<file path="src/rtl/lsu_bus_ctrl_if.sv">
// Valid/ready data-memory bus between the load/store unit (master) and memory (slave).
// Writes are acknowledged through bus_rvalid, just as reads are.
interface lsu_bus_ctrl_if;
  logic        bus_valid;
  logic        bus_ready;
  logic        bus_we;
  logic [31:0] bus_addr;
  logic [31:0] bus_wdata;
  logic [3:0]  bus_wstrb;
  logic        bus_rvalid;
  logic [31:0] bus_rdata;

  modport master (
    output bus_valid, bus_we, bus_addr, bus_wdata, bus_wstrb,
    input  bus_ready, bus_rvalid, bus_rdata
  );

  modport slave (
    input  bus_valid, bus_we, bus_addr, bus_wdata, bus_wstrb,
    output bus_ready, bus_rvalid, bus_rdata
  );
endinterface

</file>
<file path="src/rtl/lsu_bus_ctrl.sv">
// Multi-cycle load/store unit: sizes and aligns core accesses, runs the memory handshake,
// stalls the core until completion and returns extended load data and fault pulses.
module lsu_bus_ctrl #(
  parameter int unsigned TIMEOUT_CYCLES = 255
) (
  input  logic           clk,
  input  logic           reset,
  input  logic           MemRead,
  input  logic           MemWrite,
  input  logic [2:0]     funct3,
  input  logic [31:0]    ALUResult,
  input  logic [31:0]    WriteData,
  output logic [31:0]    ReadData,
  output logic           Stall,
  output logic           load_misaligned,
  output logic           store_misaligned,
  output logic           bus_err,
  lsu_bus_ctrl_if.master bus
);
  localparam logic [15:0] TO_LAST = 16'(TIMEOUT_CYCLES - 1);

  typedef enum logic [1:0] {IDLE, REQ, WAIT, DONE} state_t;
  state_t state_q, state_d;

  logic [31:0] addr_p0;
  logic [31:0] wdata_p0;
  logic [3:0]  wstrb_p0;
  logic [2:0]  f3_p0;
  logic        we_p0;
  logic        mis_p0;
  logic [15:0] cnt_p1;
  logic [31:0] rdata_p1;
  logic        err_p1;

  logic req;
  logic req_mis;
  logic timeout;

  // funct3[1:0] selects the size: 00 byte, 01 halfword, anything else is a word.
  function automatic logic is_misaligned(input logic [1:0] a, input logic [2:0] f3);
    case (f3[1:0])
      2'b00:   return 1'b0;
      2'b01:   return a[0];
      default: return (a != 2'b00);
    endcase
  endfunction

  function automatic logic [31:0] format_wdata(input logic [31:0] wd, input logic [2:0] f3);
    case (f3[1:0])
      2'b00:   return {4{wd[7:0]}};
      2'b01:   return {2{wd[15:0]}};
      default: return wd;
    endcase
  endfunction

  function automatic logic [3:0] format_wstrb(input logic [1:0] a, input logic [2:0] f3);
    case (f3[1:0])
      2'b00:   return 4'b0001 << a;
      2'b01:   return 4'b0011 << {a[1], 1'b0};
      default: return 4'b1111;
    endcase
  endfunction

  function automatic logic [31:0] extract_load(input logic [31:0] rd, input logic [1:0] a,
                                               input logic [2:0] f3);
    logic signed [7:0]  b_s;
    logic signed [15:0] h_s;
    b_s = rd[{a, 3'b000} +: 8];
    h_s = a[1] ? rd[31:16] : rd[15:0];
    case (f3[1:0])
      2'b00: begin
        if (f3[2]) return {24'd0, b_s};
        return 32'(b_s);
      end
      2'b01: begin
        if (f3[2]) return {16'd0, h_s};
        return 32'(h_s);
      end
      default: return rd;
    endcase
  endfunction

  assign req     = MemRead | MemWrite;
  assign req_mis = is_misaligned(ALUResult[1:0], funct3);
  assign timeout = (cnt_p1 == TO_LAST);

  always_ff @(posedge clk) begin
    if (!reset) state_q <= IDLE;
    else        state_q <= state_d;
  end

  always_comb begin
    state_d       = state_q;
    Stall         = 1'b0;
    bus.bus_valid = 1'b0;
    case (state_q)
      IDLE: begin
        Stall = req;
        if (req) state_d = req_mis ? DONE : REQ;
      end
      REQ: begin
        Stall         = 1'b1;
        bus.bus_valid = 1'b1;
        if (bus.bus_ready) state_d = WAIT;
      end
      WAIT: begin
        Stall = 1'b1;
        if (bus.bus_rvalid || timeout) state_d = DONE;
      end
      DONE:    state_d = IDLE;
      default: state_d = IDLE;
    endcase
  end

  // p0: request capture in IDLE; p1: response/timeout capture in REQ/WAIT
  always_ff @(posedge clk) begin
    if (!reset) begin
      addr_p0  <= '0;
      wdata_p0 <= '0;
      wstrb_p0 <= '0;
      f3_p0    <= '0;
      we_p0    <= 1'b0;
      mis_p0   <= 1'b0;
      cnt_p1   <= '0;
      rdata_p1 <= '0;
      err_p1   <= 1'b0;
    end else begin
      case (state_q)
        IDLE: if (req) begin
          addr_p0  <= ALUResult;
          f3_p0    <= funct3;
          we_p0    <= MemWrite;
          mis_p0   <= req_mis;
          wdata_p0 <= MemWrite ? format_wdata(WriteData, funct3) : '0;
          wstrb_p0 <= MemWrite ? format_wstrb(ALUResult[1:0], funct3) : '0;
          rdata_p1 <= '0;
          err_p1   <= 1'b0;
          cnt_p1   <= '0;
        end
        REQ: if (bus.bus_ready) cnt_p1 <= '0;
        WAIT: begin
          if (bus.bus_rvalid) begin
            if (!we_p0) rdata_p1 <= extract_load(bus.bus_rdata, addr_p0[1:0], f3_p0);
          end else if (timeout) begin
            err_p1 <= 1'b1;
          end else begin
            cnt_p1 <= cnt_p1 + 16'd1;
          end
        end
        default: ;
      endcase
    end
  end

  // p2: outputs, qualified by DONE so results and faults are single-cycle
  assign bus.bus_we    = we_p0;
  assign bus.bus_addr  = {addr_p0[31:2], 2'b00};
  assign bus.bus_wdata = wdata_p0;
  assign bus.bus_wstrb = wstrb_p0;

  assign ReadData         = (state_q == DONE) ? rdata_p1 : '0;
  assign load_misaligned  = (state_q == DONE) && mis_p0 && !we_p0;
  assign store_misaligned = (state_q == DONE) && mis_p0 && we_p0;
  assign bus_err          = (state_q == DONE) && err_p1;
endmodule

</file>
<file path="src/flat_wrapper.sv">
// flat-port wrapper written by rule: the top's interface ports become plain ports
module lsu_bus_ctrl_flat 
#(
  parameter int unsigned TIMEOUT_CYCLES = 255
)
  (clk, reset, MemRead, MemWrite, funct3, ALUResult, WriteData, ReadData, Stall, load_misaligned, store_misaligned, bus_err, bus_bus_valid, bus_bus_we, bus_bus_addr, bus_bus_wdata, bus_bus_wstrb, bus_bus_ready, bus_bus_rvalid, bus_bus_rdata);
  lsu_bus_ctrl_if bus_i ();
  input  logic clk;
  input  logic reset;
  input  logic MemRead;
  input  logic MemWrite;
  input  logic [2:0] funct3;
  input  logic [31:0] ALUResult;
  input  logic [31:0] WriteData;
  output logic [31:0] ReadData;
  output logic Stall;
  output logic load_misaligned;
  output logic store_misaligned;
  output logic bus_err;
  output wire logic [$bits(bus_i.bus_valid)-1:0] bus_bus_valid;
  output wire logic [$bits(bus_i.bus_we)-1:0] bus_bus_we;
  output wire logic [$bits(bus_i.bus_addr)-1:0] bus_bus_addr;
  output wire logic [$bits(bus_i.bus_wdata)-1:0] bus_bus_wdata;
  output wire logic [$bits(bus_i.bus_wstrb)-1:0] bus_bus_wstrb;
  input wire logic [$bits(bus_i.bus_ready)-1:0] bus_bus_ready;
  input wire logic [$bits(bus_i.bus_rvalid)-1:0] bus_bus_rvalid;
  input wire logic [$bits(bus_i.bus_rdata)-1:0] bus_bus_rdata;
  assign bus_bus_valid = bus_i.bus_valid;
  assign bus_bus_we = bus_i.bus_we;
  assign bus_bus_addr = bus_i.bus_addr;
  assign bus_bus_wdata = bus_i.bus_wdata;
  assign bus_bus_wstrb = bus_i.bus_wstrb;
  assign bus_i.bus_ready = bus_bus_ready;
  assign bus_i.bus_rvalid = bus_bus_rvalid;
  assign bus_i.bus_rdata = bus_bus_rdata;
  lsu_bus_ctrl #(.TIMEOUT_CYCLES(TIMEOUT_CYCLES)) u_core (.clk(clk), .reset(reset), .MemRead(MemRead), .MemWrite(MemWrite), .funct3(funct3), .ALUResult(ALUResult), .WriteData(WriteData), .ReadData(ReadData), .Stall(Stall), .load_misaligned(load_misaligned), .store_misaligned(store_misaligned), .bus_err(bus_err), .bus(bus_i));
endmodule
</file>
<file path="config.mk">
export PLATFORM = sky130hd
export DESIGN_NAME = lsu_bus_ctrl_flat
export DESIGN_NICKNAME = d
export VERILOG_FILES = /design/src/rtl/lsu_bus_ctrl_if.sv /design/src/rtl/lsu_bus_ctrl.sv /design/src/flat_wrapper.sv
export SDC_FILE = /design/constraint.sdc
export NUM_CORES = 1
export LEC_CHECK = 0
export ABC_AREA = 1
export BUFFER_PORTS_ARGS = -buffer_cell sky130_fd_sc_hd__buf_2
export CORE_MARGIN = 10
export CORE_UTILIZATION = 35
export CTS_CLUSTER_DIAMETER = 80
export DETAILED_ROUTE_END_ITERATION = 16
export MAX_ROUTING_LAYER = met4
export PLACE_DENSITY = 0.66
export SLEW_MARGIN = 40
export SYNTH_ARGS = -nofsm -noshare
export SYNTH_HDL_FRONTEND = slang
export SYNTH_SLANG_ARGS = --single-unit
</file>
<file path="constraint.sdc">
create_clock -name clk -period 4.4 [get_ports clk]
set_clock_uncertainty 0.2 [all_clocks]
set_input_delay 0.88 -clock clk [delete_from_list [all_inputs] [get_ports clk]]
set_output_delay 0.88 -clock clk [all_outputs]
set_load 0.005 [all_outputs]
</file>
## Word-level counts from Yosys, hierarchy flattened

Index checks and enable logic that the tools add are counted.

- Add/sub/neg operators: 1
- Equality and inequality tests: 14
- Shift operators: 3
- Multiplexer cells: 43
- Bitwise operators: 1
- Reduce and logical (&&, ||, !) cells: 18

Operators by type and width:

| cell | count |
|---|---|
| 2-to-1 mux 32 bit | 9 |
| one-hot mux 32 bit (2 select lines) | 3 |
| 2-to-1 mux 16 bit | 5 |
| one-hot mux 16 bit (3 select lines) | 1 |
| indexed part select 32 x 6 -> 8 bit | 1 |
| adder 16 x 1 -> 16 bit (second input constant) | 1 |
| == test 16 x 8 -> 1 bit (second input constant) | 1 |
| 2-to-1 mux 1 bit | 15 |
| != test 2 bit (second input constant) | 5 |
| 2-to-1 mux 2 bit | 4 |
| one-hot mux 2 bit (4 select lines) | 1 |
| one-hot mux 4 bit (2 select lines) | 1 |
| AND reduction 4 bit | 2 |
| == test 2 x 1 -> 1 bit (second input constant) | 3 |
| logical NOT 2 bit | 3 |
| != test 2 x 1 -> 1 bit (second input constant) | 3 |
| one-hot mux 1 bit (2 select lines) | 3 |
| AND reduction 5 bit | 1 |
| == test 2 bit (second input constant) | 2 |
| logical AND 1 bit | 4 |
| 2-to-1 mux 4 bit | 1 |
| nonzero test 2 bit | 2 |
| << shifter 1 x 2 -> 4 bit (first input constant) | 1 |
| << shifter 2 x 2 -> 4 bit (first input constant) | 1 |
| other kinds (7) | 7 |

- Flip-flop bits (word level): 124

## Logic depth before layout (Yosys ltp)

Gate-level depths: netlist of the first run.

- Depth after elaboration: 11
- Gate-level depth with buffers: 12
- Mapped depth without buffers: 12

## Worst setup path after synthesis of the first run

Ideal clock, no wire load.

- Path kind: input -> output
- Start point: in MemWrite
- End point: out Stall
- Arrival: 1603 ps
- Required time: 3320 ps
- Path slack: 1717 ps
- Cell stages on the path: 6
- Path through: inv_1 > nand2_1 > nand2_1 > buf_2 > buf_1 > a21oi_1

- Word-level cells in the longest chain between the ends: 2

RTL lines:

| item | RTL line | source |
|---|---|---|
| start, declared | flat_wrapper.sv:11 | `input logic MemWrite;` |
| bitwise OR 1 bit | lsu_bus_ctrl.sv:83 | `assign req = MemRead \| MemWrite;` |
| one-hot mux 1 bit (2 select lines) | lsu_bus_ctrl.sv:96 | `case (state_q)` |
| end, declared | flat_wrapper.sv:16 | `output logic Stall;` |

Every way passes these cells.

## Worst setup path in the final report of the first run

- Start point: reg u_core.state_q[1]
- End point: out ReadData[4]

- Word-level cells in the longest chain between the ends: 2

RTL lines:

| item | RTL line | source |
|---|---|---|
| start, declared | lsu_bus_ctrl.sv:23 | `state_t state_q, state_d;` |
| start signal, assigned | lsu_bus_ctrl.sv:89 | `else state_q <= state_d;` |
| == test 2 bit | lsu_bus_ctrl.sv:161 | `assign ReadData = (state_q == DONE) ? rdata_p1 : '0;` |
| 2-to-1 mux 32 bit | lsu_bus_ctrl.sv:161 |  |
| end, declared | flat_wrapper.sv:15 | `output logic [31:0] ReadData;` |

Every way passes these cells.

==> summary.txt, run 1 <==
Layout
  – Net total in the final layout: 1247
  – Proportion of layout cells with a drive suffix above 1: 25.81%
  – Finished Layout Cells: 1378
  – Footprint of the multi-input gates: 3183 um2
  – Area overhead of the layout relative to synthesis: 24.15%
  – Seq. cell area: 2482 um2
  – Number of filler cells placed in the layout: 1905
  – Post-layout instance area: 8034 um2

Timing
  – Final sum of negative setup slack: 0 ns
  – Hold WS: 0.2637 ns
  – Number of endpoints with negative hold slack in the final report: 0
  – Worst Tran Pin Value: 0.6430 ns
  – Final count of negative-setup-slack endpoints: 0
  – Max-slew violation count: 0
  – Worst slew slack as a fraction of its limit: 56.98%
  – Crit share post-route: 66.48%
  – Top achievable clock speed: 341.9 MHz
  – RSZ-0062 raised after global routing: no
  – Minimum period implied by the final worst setup slack: 2.925 ns

Logic synthesis
  – Syn_area_per_cell: 6.590 um2
  – Post-synth top flop: dfxtp_1
  – Count of flip-flops with a built-in enable after synthesis: 0
  – Count of distinct cell types in the synthesized netlist: 40
  – Post-synthesis sequential area ratio: 38.36%
  – Top cell type by total area after synthesis: dfxtp_1
  – Most instantiated cells after synthesis: nand2_1 (263), nor2_1 (155), dfxtp_1 (124)
  – Number of instances in the synthesized netlist: 982
  – Async SR Flop Fraction: 0%
  – Most common cell in the synthesized netlist: nand2_1
  – Post-Synthesis Cell Area: 6471 um2
  – Register bit count reported by yosys: 124
  – Total of warnings raised by yosys: 0
  – Most area-consuming cells after synthesis: dfxtp_1 (38%), nand2_1 (15%), nor2_1 (9.0%)
  – Area share of the leading cell type in the synthesized netlist: 38.36%

Placed design
  – Placed Instances: 1345
  – RD Place Congestion: 0.8830
  – Count of buffers inserted at the top-level ports: 208
  – DP HPWL: 15080 um
  – Instance area at placement: 7381 um2

Floorplanning
  – Core box area: 18090 um2
  – Width of the chip: 156.0 um
  – Number of rows in the core area: 49
  – Initial Util: 35.78%
  – Die Height: 156.0 um
  – Die area: 24330 um2
  – Number of ports placed on the die boundary: 211

CTS
  – Post-CTS setup-driven buffer insertion count: 0
  – Sinks on Clock Net: 124
  – Clock slew seen by the registers of the worst setup and hold paths: 0.05 ns
  – Root Buffer: clkbuf_16
  – H-tree lvl count: 4
  – Maximum clock insertion buffer count: 2
  – TritonCTS clock tree: built
  – Number of CTS-inserted buffers: 17
  – CTS Hold Buffers Added: 0
  – Clk_lat worst skew: 0.42 ns
  – CTS-repair resized insts: 0

Setup path
  – Timing endpoint of the critical path: ReadData[4]
  – Worst setup path startpoint: u_core.state_q[1]
  – Worst setup path class: flip-flop to output port
  – RR Startpoint: u_core.state_q[0]
  – Maximum fanout count along the critical path: 18
  – Endpoint type of the worst setup path: output port
  – Data required time of the worst path: 3.32 ns
  – Worst Setup Start Kind: flip-flop
  – Logic depth of the worst register-to-register path: 8
  – Worst R2R Setup Slack: 1.73 ns
  – Data arrival time of the critical path: 1.85 ns
  – Reg2reg end: u_core.rdata_p1[7]

Routing
  – Final ANT Viol Nets: 0
  – Top routing layer in use: met4
  – M1 WL: 9144 um
  – Met2 WL: 9672 um
  – Wire length reported by the detailed router: 20580 um
  – Vias per cell: 4.718
  – Met3 WL post-DR: 1557 um
  – DRC marker count from the first detailed-route iteration: 374
  – Via count: 6502
  – DR WL/cell: 14.93 um
  – First-pass DRT Iterations: 5
  – Post-route DRC: 0

Hold path
  – Type of the worst min-delay path: flip-flop to flip-flop
  – Hold path start: u_core.bus.bus_wstrb[3]

GRT
  – Number of antenna violations at the first check in global routing: 2
  – Overall Global Routing Usage: 16.87%
  – First-pass GRT wire length: 32400 um
  – Pin count of the biggest net entering global routing: 48
  – Total overflow reported by the global router: 0
  – Via count of the first global-routing pass: 6171

Flow run
  – Number of max-capacitance violations reported: 0

Pwr
  – Overall power after layout: 4.595 mW
  – Switching share of power: 36.70%
  – Proportion of power drawn by the clock network: 33.2%
  – Pint: 2.909 mW
  – Maximum ir drop on the vdd rail: 0.0002937 V
  – Portion of total power attributed to sequential cells: 32.9%
  – Leakage power of the design: 3.971 nW
  – NetSw: 1.687 mW
  – Total power density per cell area: 572.0 nW/um2
  – Comb power frac: 34.0%

Status
  – Outcome: finished, final reports clean
per-stage QoR:
stage / setup slack, ns / utilization [%]
final: 1.475 / 44.42
after global routing: 1.285 / 44.42
after CTS: 1.079 / 44.38
after detailed placement: 1.590 / 40.81
after global placement: 1.621 / 40.78
after floorplan: 1.717 / -
registers in the layout (all words and copies together), names as in the netlist, 2 cells and up:
name / count
u_core.f3_p0: 3
u_core.state_q: 2
u_core.addr_p0: 32
u_core.bus.bus_wstrb: 4
u_core.rdata_p1: 32
u_core.bus.bus_wdata: 32
u_core.cnt_p1: 16
layer usage:
metal	vias to the layer above	track usage, %
li1	3363	-
met1	2918	20.76
met2	209	26.00
met3	12	5.459
met4	0	4.676
met5	-	-
kinds of logic after synthesis:
group | synth area share (%)
other cells | 0.05795
xor+xnor | 0.4061
simple gates | 32.00
fa+ha+maj | 1.353
buf+inv | 12.63
flops | 38.36
compound gates | 15.20
placed cells by master (no fill, tap or decap), types with 3 or more instances in the layout:
| master | synthesis | routed |
|---|---|---|
| nand3_2 | 3 | 3 |
| inv_2 | 8 | 9 |
| clkbuf_8 | 0 | 6 |
| clkbuf_16 | 0 | 17 |
| o21ai_1 | 7 | 7 |
| nand3_1 | 23 | 23 |
| inv_1 | 77 | 76 |
| buf_4 | 34 | 7 |
| a21boi_1 | 3 | 3 |
| nand4_1 | 7 | 7 |
| a21oi_1 | 91 | 91 |
| bufinv_16 | 0 | 4 |
| xor2_1 | 3 | 3 |
| nor2_2 | 8 | 8 |
| nand2_1 | 263 | 261 |
| dfxtp_1 | 124 | 124 |
| nand2_2 | 6 | 8 |
| o211ai_1 | 15 | 15 |
| nor3_1 | 6 | 6 |
| or2_2 | 13 | 13 |
| buf_2 | 7 | 208 |
| ha_1 | 7 | 6 |
| o21ai_0 | 57 | 57 |
| nor2_1 | 155 | 155 |
| a21boi_0 | 4 | 4 |
worst min-delay path by stage:
| stage | end | slack [ns] | cells after the start |
|---|---|---|---|
| after detailed placement | u_core.rdata_p1[20] | 0.26 | 2 |
| after global placement | u_core.bus.bus_wdata[8] | 0.25 | 2 |
| final | u_core.bus.bus_wstrb[3] | 0.26 | 2 |
| after global routing | u_core.rdata_p1[20] | 0.28 | 2 |
| after floorplan | u_core.err_p1 | 0.24 | 2 |
| after CTS | u_core.rdata_p1[20] | 0.26 | 2 |
layout make-up:
| type | instances | share of cell area [%] |
|---|---|---|
| Inverter | 88 | 4.205 |
| Antenna cell | 2 | 0.06230 |
| Multi-Input combinational cell | 689 | 39.62 |
| Clock inverter | 6 | 1.620 |
| Timing Repair Buffer | 215 | 13.61 |
| Sequential cell | 124 | 30.90 |
| Tap cell | 229 | 3.566 |
| Clock buffer | 25 | 6.416 |
critical path, cell delays in order (launching register included):
cell and delay, ns:
dfxtp_1 0.39, ha_2 0.49, buf_4 0.30, nand2_1 0.09, inv_1 0.05, buf_2 0.10
power by group through the flow:
stage	Sequential, mW	Clock, mW	Combinational [mW]
floorplan	1.48	0	1.27
global placement	1.53	0	1.57
detailed placement	1.53	0	1.58
CTS	1.51	1.55	1.58
global route	1.54	1.60	1.77
finish	1.51	1.52	1.56
Note: power is estimated with default switching activity, not from simulation.
==> run 2, diff against run 1 <==
--- a/config.mk
+++ b/config.mk
@@ -12,7 +12,7 @@
 export CTS_CLUSTER_DIAMETER = 80
 export DETAILED_ROUTE_END_ITERATION = 16
 export MAX_ROUTING_LAYER = met4
-export PLACE_DENSITY = 0.66
+export PLACE_DENSITY = 0.68
 export SLEW_MARGIN = 40
 export SYNTH_ARGS = -nofsm -noshare
 export SYNTH_HDL_FRONTEND = slang
==> constraint.sdc (replaced) <==
create_clock -name clk -period 2.68 [get_ports clk]
set_clock_uncertainty 0.2 [all_clocks]
set_input_delay 0.536 -clock clk [delete_from_list [all_inputs] [get_ports clk]]
set_output_delay 0.536 -clock clk [all_outputs]
set_load 0.005 [all_outputs]
==> summary.txt, run 2 (synthesis results as in run 1) <==
CTS
  – CTS-repair resized insts: 0
  – Maximum clock insertion buffer count: 2
  – Number of CTS-inserted buffers: 17
  – Clock slew seen by the registers of the worst setup and hold paths: 0.05 ns
  – Post-CTS setup-driven buffer insertion count: 0
  – Sinks on Clock Net: 124
  – Clk_lat worst skew: 0.41 ns
  – TritonCTS clock tree: built
  – Root Buffer: clkbuf_16
  – CTS Hold Buffers Added: 0
  – H-tree lvl count: 4

Floorplanning
  – Die area: 24330 um2
  – Number of rows in the core area: 49
  – Width of the chip: 156.0 um
  – Core box area: 18090 um2
  – Number of ports placed on the die boundary: 211
  – Die Height: 156.0 um
  – Initial Util: 35.78%

GRT
  – Pin count of the biggest net entering global routing: 81
  – Overall Global Routing Usage: 17.15%
  – Number of antenna violations at the first check in global routing: 0
  – Via count of the first global-routing pass: 6467
  – First-pass GRT wire length: 33220 um
  – Total overflow reported by the global router: 0

Setup path
  – Maximum fanout count along the critical path: 34
  – Reg2reg end: u_core.cnt_p1[14]
  – Endpoint type of the worst setup path: output port
  – Data required time of the worst path: 1.94 ns
  – Worst setup path class: flip-flop to output port
  – RR Startpoint: u_core.state_q[0]
  – Data arrival time of the critical path: 1.72 ns
  – Worst Setup Start Kind: flip-flop
  – Worst R2R Setup Slack: 0.30 ns
  – Logic depth of the worst register-to-register path: 11

Layout
  – Proportion of layout cells with a drive suffix above 1: 26.11%
  – Number of filler cells placed in the layout: 1913
  – Net total in the final layout: 1252
  – Antenna cell count: 0
  – Area overhead of the layout relative to synthesis: 24.03%
  – Commonest non-fill, non-tap cell in the layout: nand2_1
  – Commonest cells after routing, fill and taps aside: nand2_1 (262), buf_2 (208), nor2_1 (155)

Pwr
  – Total power density per cell area: 918.0 nW/um2
  – Overall power after layout: 7.368 mW
  – Leakage power of the design: 3.964 nW
  – Maximum ir drop on the vdd rail: 0.0004485 V

Timing
  – Worst Tran Pin Value: 0.6122 ns
  – RSZ-0062 raised after global routing: no
  – Number of endpoints with negative hold slack in the final report: 0
  – Final count of negative-setup-slack endpoints: 0
  – Worst slew slack as a fraction of its limit: 59.18%
  – Top achievable clock speed: 407.0 MHz
  – Final sum of negative setup slack: 0 ns
  – Crit share post-route: 91.67%
  – Crit path setup slack, layout: 0.2231 ns
  – Minimum period implied by the final worst setup slack: 2.457 ns
  – Max-slew violation count: 0

Routing
  – Vias per cell: 4.701
  – Post-route DRC: 0
  – First-pass DRT Iterations: 5
  – Final ANT Viol Nets: 0
  – DR WL/cell: 14.94 um
  – Wire length reported by the detailed router: 20650 um
  – DRC marker count from the first detailed-route iteration: 336
  – Via count: 6497

Placed design
  – RD Place Congestion: 0.9065
  – Count of buffers inserted at the top-level ports: 208
  – DP HPWL: 15300 um
  – Setup WS pre-CTS: 0.3129 ns

Status
  – Outcome: finished, final reports clean

Hold path
  – Hold path start: ALUResult[24]
  – Hold-critical path depth: 3
  – Hold EP: u_core.addr_p0[24]
  – Type of the worst min-delay path: input port to flip-flop

Flow run
  – Number of max-capacitance violations reported: 0
## run 2: changes by cell type in the layout (fill, tap and decap cells not counted), sizes merged
cell,change
buf,+5
clkinvlp,+5
clkbuf,-4
bufinv,-2
clkinv,+2
diode,-2
## run 2: metal layers
layer | vias to the layer above | GRT usage, % | share of wire [%]
met3 | 20 | 5.845 | 7.9
met2 | 215 | 26.76 | 47
met5 | - | - | 0
met4 | 0 | 5.396 | 1.2
li1 | 3376 | - | -
met1 | 2886 | 20.42 | 44
## run 2: area by class of cell
type,count,area (um2),share of cell area (%)
multi-input cells,689,3178,39.59
flip-flops and latches,124,2482,30.93
repair buffers,220,1156,14.40
clock buffers,21,470.5,5.861
inverters,88,335.3,4.178
well taps,229,286.5,3.570
clock inverters,11,117.6,1.465
## run 2: worst max-delay path, cell delays in order, from the launching register on
cell	delay, ns
dfxtp_1	0.41
ha_1	0.19
buf_4	0.32
inv_1	0.10
nor3_1	0.13
buf_2	0.16
## run 2: worst max-delay path by stage
stage                 startpoint                 to  slack (ns)  cells past startpoint
6_report       u_core.state_q[1]    load_misaligned        0.22                      5
5_1_grt        u_core.state_q[1]   store_misaligned        0.04                      5
4_1_cts        u_core.state_q[1]   store_misaligned        0.16                      5
3_5_place_dp   u_core.state_q[0]  u_core.cnt_p1[14]        0.31                     11
3_3_place_gp   u_core.state_q[0]  u_core.cnt_p1[10]        0.43                     12
2_1_floorplan  u_core.state_q[0]              Stall        0.63                      6
## run 2: through the flow
stage                     cells  instance area (um2)  util (%)  hold slack [ns]
after floorplan             983                 6475         -           0.2401
after global placement     1350                 7438     41.13           0.2482
after detailed placement   1350                 7438     41.13           0.2549
after CTS                  1382                 8026     44.38           0.1548
after global routing       1382                 8026     44.38           0.1726
final                      1382                 8026     44.38           0.1744
## run 2: power by group
group	total (mW)	switching (mW)	internal (mW)
Combinational	2.63	1.74	0.889
Clock	2.28	0.844	1.43
Sequential	2.46	0.228	2.23
Total	7.37	2.82	4.55
==> run 3, diff against run 2 <==
--- a/config.mk
+++ b/config.mk
@@ -12,7 +12,7 @@
 export CTS_CLUSTER_DIAMETER = 80
 export DETAILED_ROUTE_END_ITERATION = 16
 export MAX_ROUTING_LAYER = met4
-export PLACE_DENSITY = 0.68
+export PLACE_DENSITY = 0.62
 export SLEW_MARGIN = 40
 export SYNTH_ARGS = -nofsm -noshare
 export SYNTH_HDL_FRONTEND = slang
==> summary.txt, run 3 (synthesis results as in run 1) <==
CTS
  – Clock slew seen by the registers of the worst setup and hold paths: 0.06 ns
  – Root Buffer: clkbuf_16
  – CTS-repair resized insts: 0
  – Sinks on Clock Net: 124
  – Maximum clock insertion buffer count: 2
  – TritonCTS clock tree: built
  – H-tree lvl count: 4
  – Post-CTS setup-driven buffer insertion count: 0
  – Clk_lat worst skew: 0.41 ns
  – CTS Hold Buffers Added: 0
  – Number of CTS-inserted buffers: 17

Routing
  – DR WL/cell: 14.95 um
  – Post-route DRC: 0
  – Vias per cell: 4.657
  – First-pass DRT Iterations: 5
  – Final ANT Viol Nets: 0
  – Via count: 6450
  – Wire length reported by the detailed router: 20710 um
  – DRC marker count from the first detailed-route iteration: 300

Layout
  – Commonest non-fill, non-tap cell in the layout: nand2_1
  – Final design utilization: 44.50%
  – Footprint of the multi-input gates: 3178 um2
  – Number of filler cells placed in the layout: 1901
  – Area overhead of the layout relative to synthesis: 24.38%
  – Commonest cells after routing, fill and taps aside: nand2_1 (262), buf_2 (208), nor2_1 (155)
  – Proportion of layout cells with a drive suffix above 1: 26.17%
  – Seq. cell area: 2482 um2
  – Post-layout instance area: 8049 um2
  – Net total in the final layout: 1254

Floorplanning
  – Width of the chip: 156.0 um
  – Initial Util: 35.78%
  – Die area: 24330 um2
  – Number of ports placed on the die boundary: 211
  – Die Height: 156.0 um
  – Number of rows in the core area: 49
  – Core box area: 18090 um2

GRT
  – Pin count of the biggest net entering global routing: 50
  – Via count of the first global-routing pass: 6247
  – Total overflow reported by the global router: 0
  – First-pass GRT wire length: 32110 um
  – Overall Global Routing Usage: 16.75%
  – Number of antenna violations at the first check in global routing: 2

Pwr
  – Proportion of power drawn by the clock network: 31.2%
  – Switching share of power: 38.10%
  – Total power density per cell area: 922.9 nW/um2
  – Leakage power of the design: 3.984 nW
  – NetSw: 2.830 mW
  – Comb power frac: 35.9%
  – Maximum ir drop on the vdd rail: 0.0004637 V
  – Portion of total power attributed to sequential cells: 32.9%
  – Pint: 4.598 mW

Setup path
  – Critical Path Slowest Stage Cell: dfxtp_1
  – Peak per-stage delay on the critical path: 0.39 ns
  – Worst Setup Start Kind: flip-flop
  – Reg2reg end: u_core.cnt_p1[0]
  – Worst setup path class: flip-flop to output port
  – Data arrival time of the critical path: 1.66 ns
  – RR Startpoint: u_core.state_q[0]
  – Endpoint type of the worst setup path: output port
  – Cell chain of the critical path: ha_1 -> buf_12 -> inv_1 -> nor3_1 -> buf_2
  – Logic depth of the worst register-to-register path: 10
  – Worst R2R Setup Slack: 0.29 ns
  – Data required time of the worst path: 1.94 ns
  – Maximum fanout count along the critical path: 34

Hold path
  – Type of the worst min-delay path: input port to flip-flop
  – Hold path start: ALUResult[26]
  – Hold-critical path depth: 3
  – Hold EP: u_core.addr_p0[26]

Placed design
  – Instance area at placement: 7453 um2
  – DP HPWL: 15370 um
  – Setup WS pre-CTS: 0.3055 ns
  – RD Place Congestion: 0.8786
  – Count of buffers inserted at the top-level ports: 208

Timing
  – Final sum of negative setup slack: 0 ns
  – Final count of negative-setup-slack endpoints: 0
  – Crit path setup slack, layout: 0.2833 ns
  – Worst slew slack as a fraction of its limit: 57.72%
  – RSZ-0062 raised after global routing: no
  – Max-slew violation count: 0
  – Worst Tran Pin Value: 0.6343 ns
  – Number of endpoints with negative hold slack in the final report: 0
  – Minimum period implied by the final worst setup slack: 2.397 ns
  – Hold WS: 0.1686 ns
  – Crit share post-route: 89.43%
  – Top achievable clock speed: 417.2 MHz

Status
  – Outcome: finished, final reports clean

Flow run
  – Number of max-capacitance violations reported: 0
run 3: cell types whose count changed in the layout (fill, tap and decap cells not counted), sizes merged:
cell and delta:
diode +2, clkbuf -2, clkinvlp -3, buf +2, bufinv +1, clkinv +3
run 3: routing by layer:
| metal | GRT usage (%) | up-vias | wire length, um |
|---|---|---|---|
| li1 | - | 3380 | - |
| met1 | 19.91 | 2835 | 9145 |
| met2 | 26.27 | 217 | 9501 |
| met3 | 6.010 | 18 | 1793 |
| met4 | 4.631 | 0 | 267 |
| met5 | - | - | 0 |
run 3: area by class of cell:
cell class	instances	share of cell area (%)
Clock buffer	19	5.503
Sequential cell	124	30.84
Inverter	88	4.166
Antenna cell	2	0.06218
Tap cell	229	3.560
Clock inverter	12	1.834
Timing Repair Buffer	222	14.55
Multi-Input combinational cell	689	39.48
run 3: stage by stage:
stage	power (mW)	instances
finish	7.428	1385
global route	7.947	1385
CTS	7.512	1383
detailed placement	5.169	1352
global placement	5.150	1352
floorplan	4.527	983
run 3: how the worst max path moves through the flow:
| stage | end | from |
|---|---|---|
| 6_report | load_misaligned | u_core.state_q[1] |
| 5_1_grt | u_core.cnt_p1[10] | u_core.state_q[0] |
| 4_1_cts | load_misaligned | u_core.state_q[1] |
| 3_5_place_dp | u_core.cnt_p1[14] | u_core.state_q[0] |
| 3_3_place_gp | u_core.cnt_p1[14] | u_core.state_q[0] |
| 2_1_floorplan | Stall | u_core.state_q[0] |
run 3: power by group through the flow:
stage                     logic, mW  registers (mW)  clock network (mW)
final                          2.67            2.45                2.32
after global routing           3.01            2.50                2.44
after CTS                      2.69            2.45                2.37
after detailed placement       2.68            2.49                   0
after global placement         2.68            2.47                   0
after floorplan                2.09            2.44                   0
run 3: critical path: cells and delay by family (launching register included):
kind	cells	cell delay [ns]
adders and majority gates	1	0.22
and+or+nand+nor	1	0.18
DFF	1	0.39
buffers and inverters	3	0.44
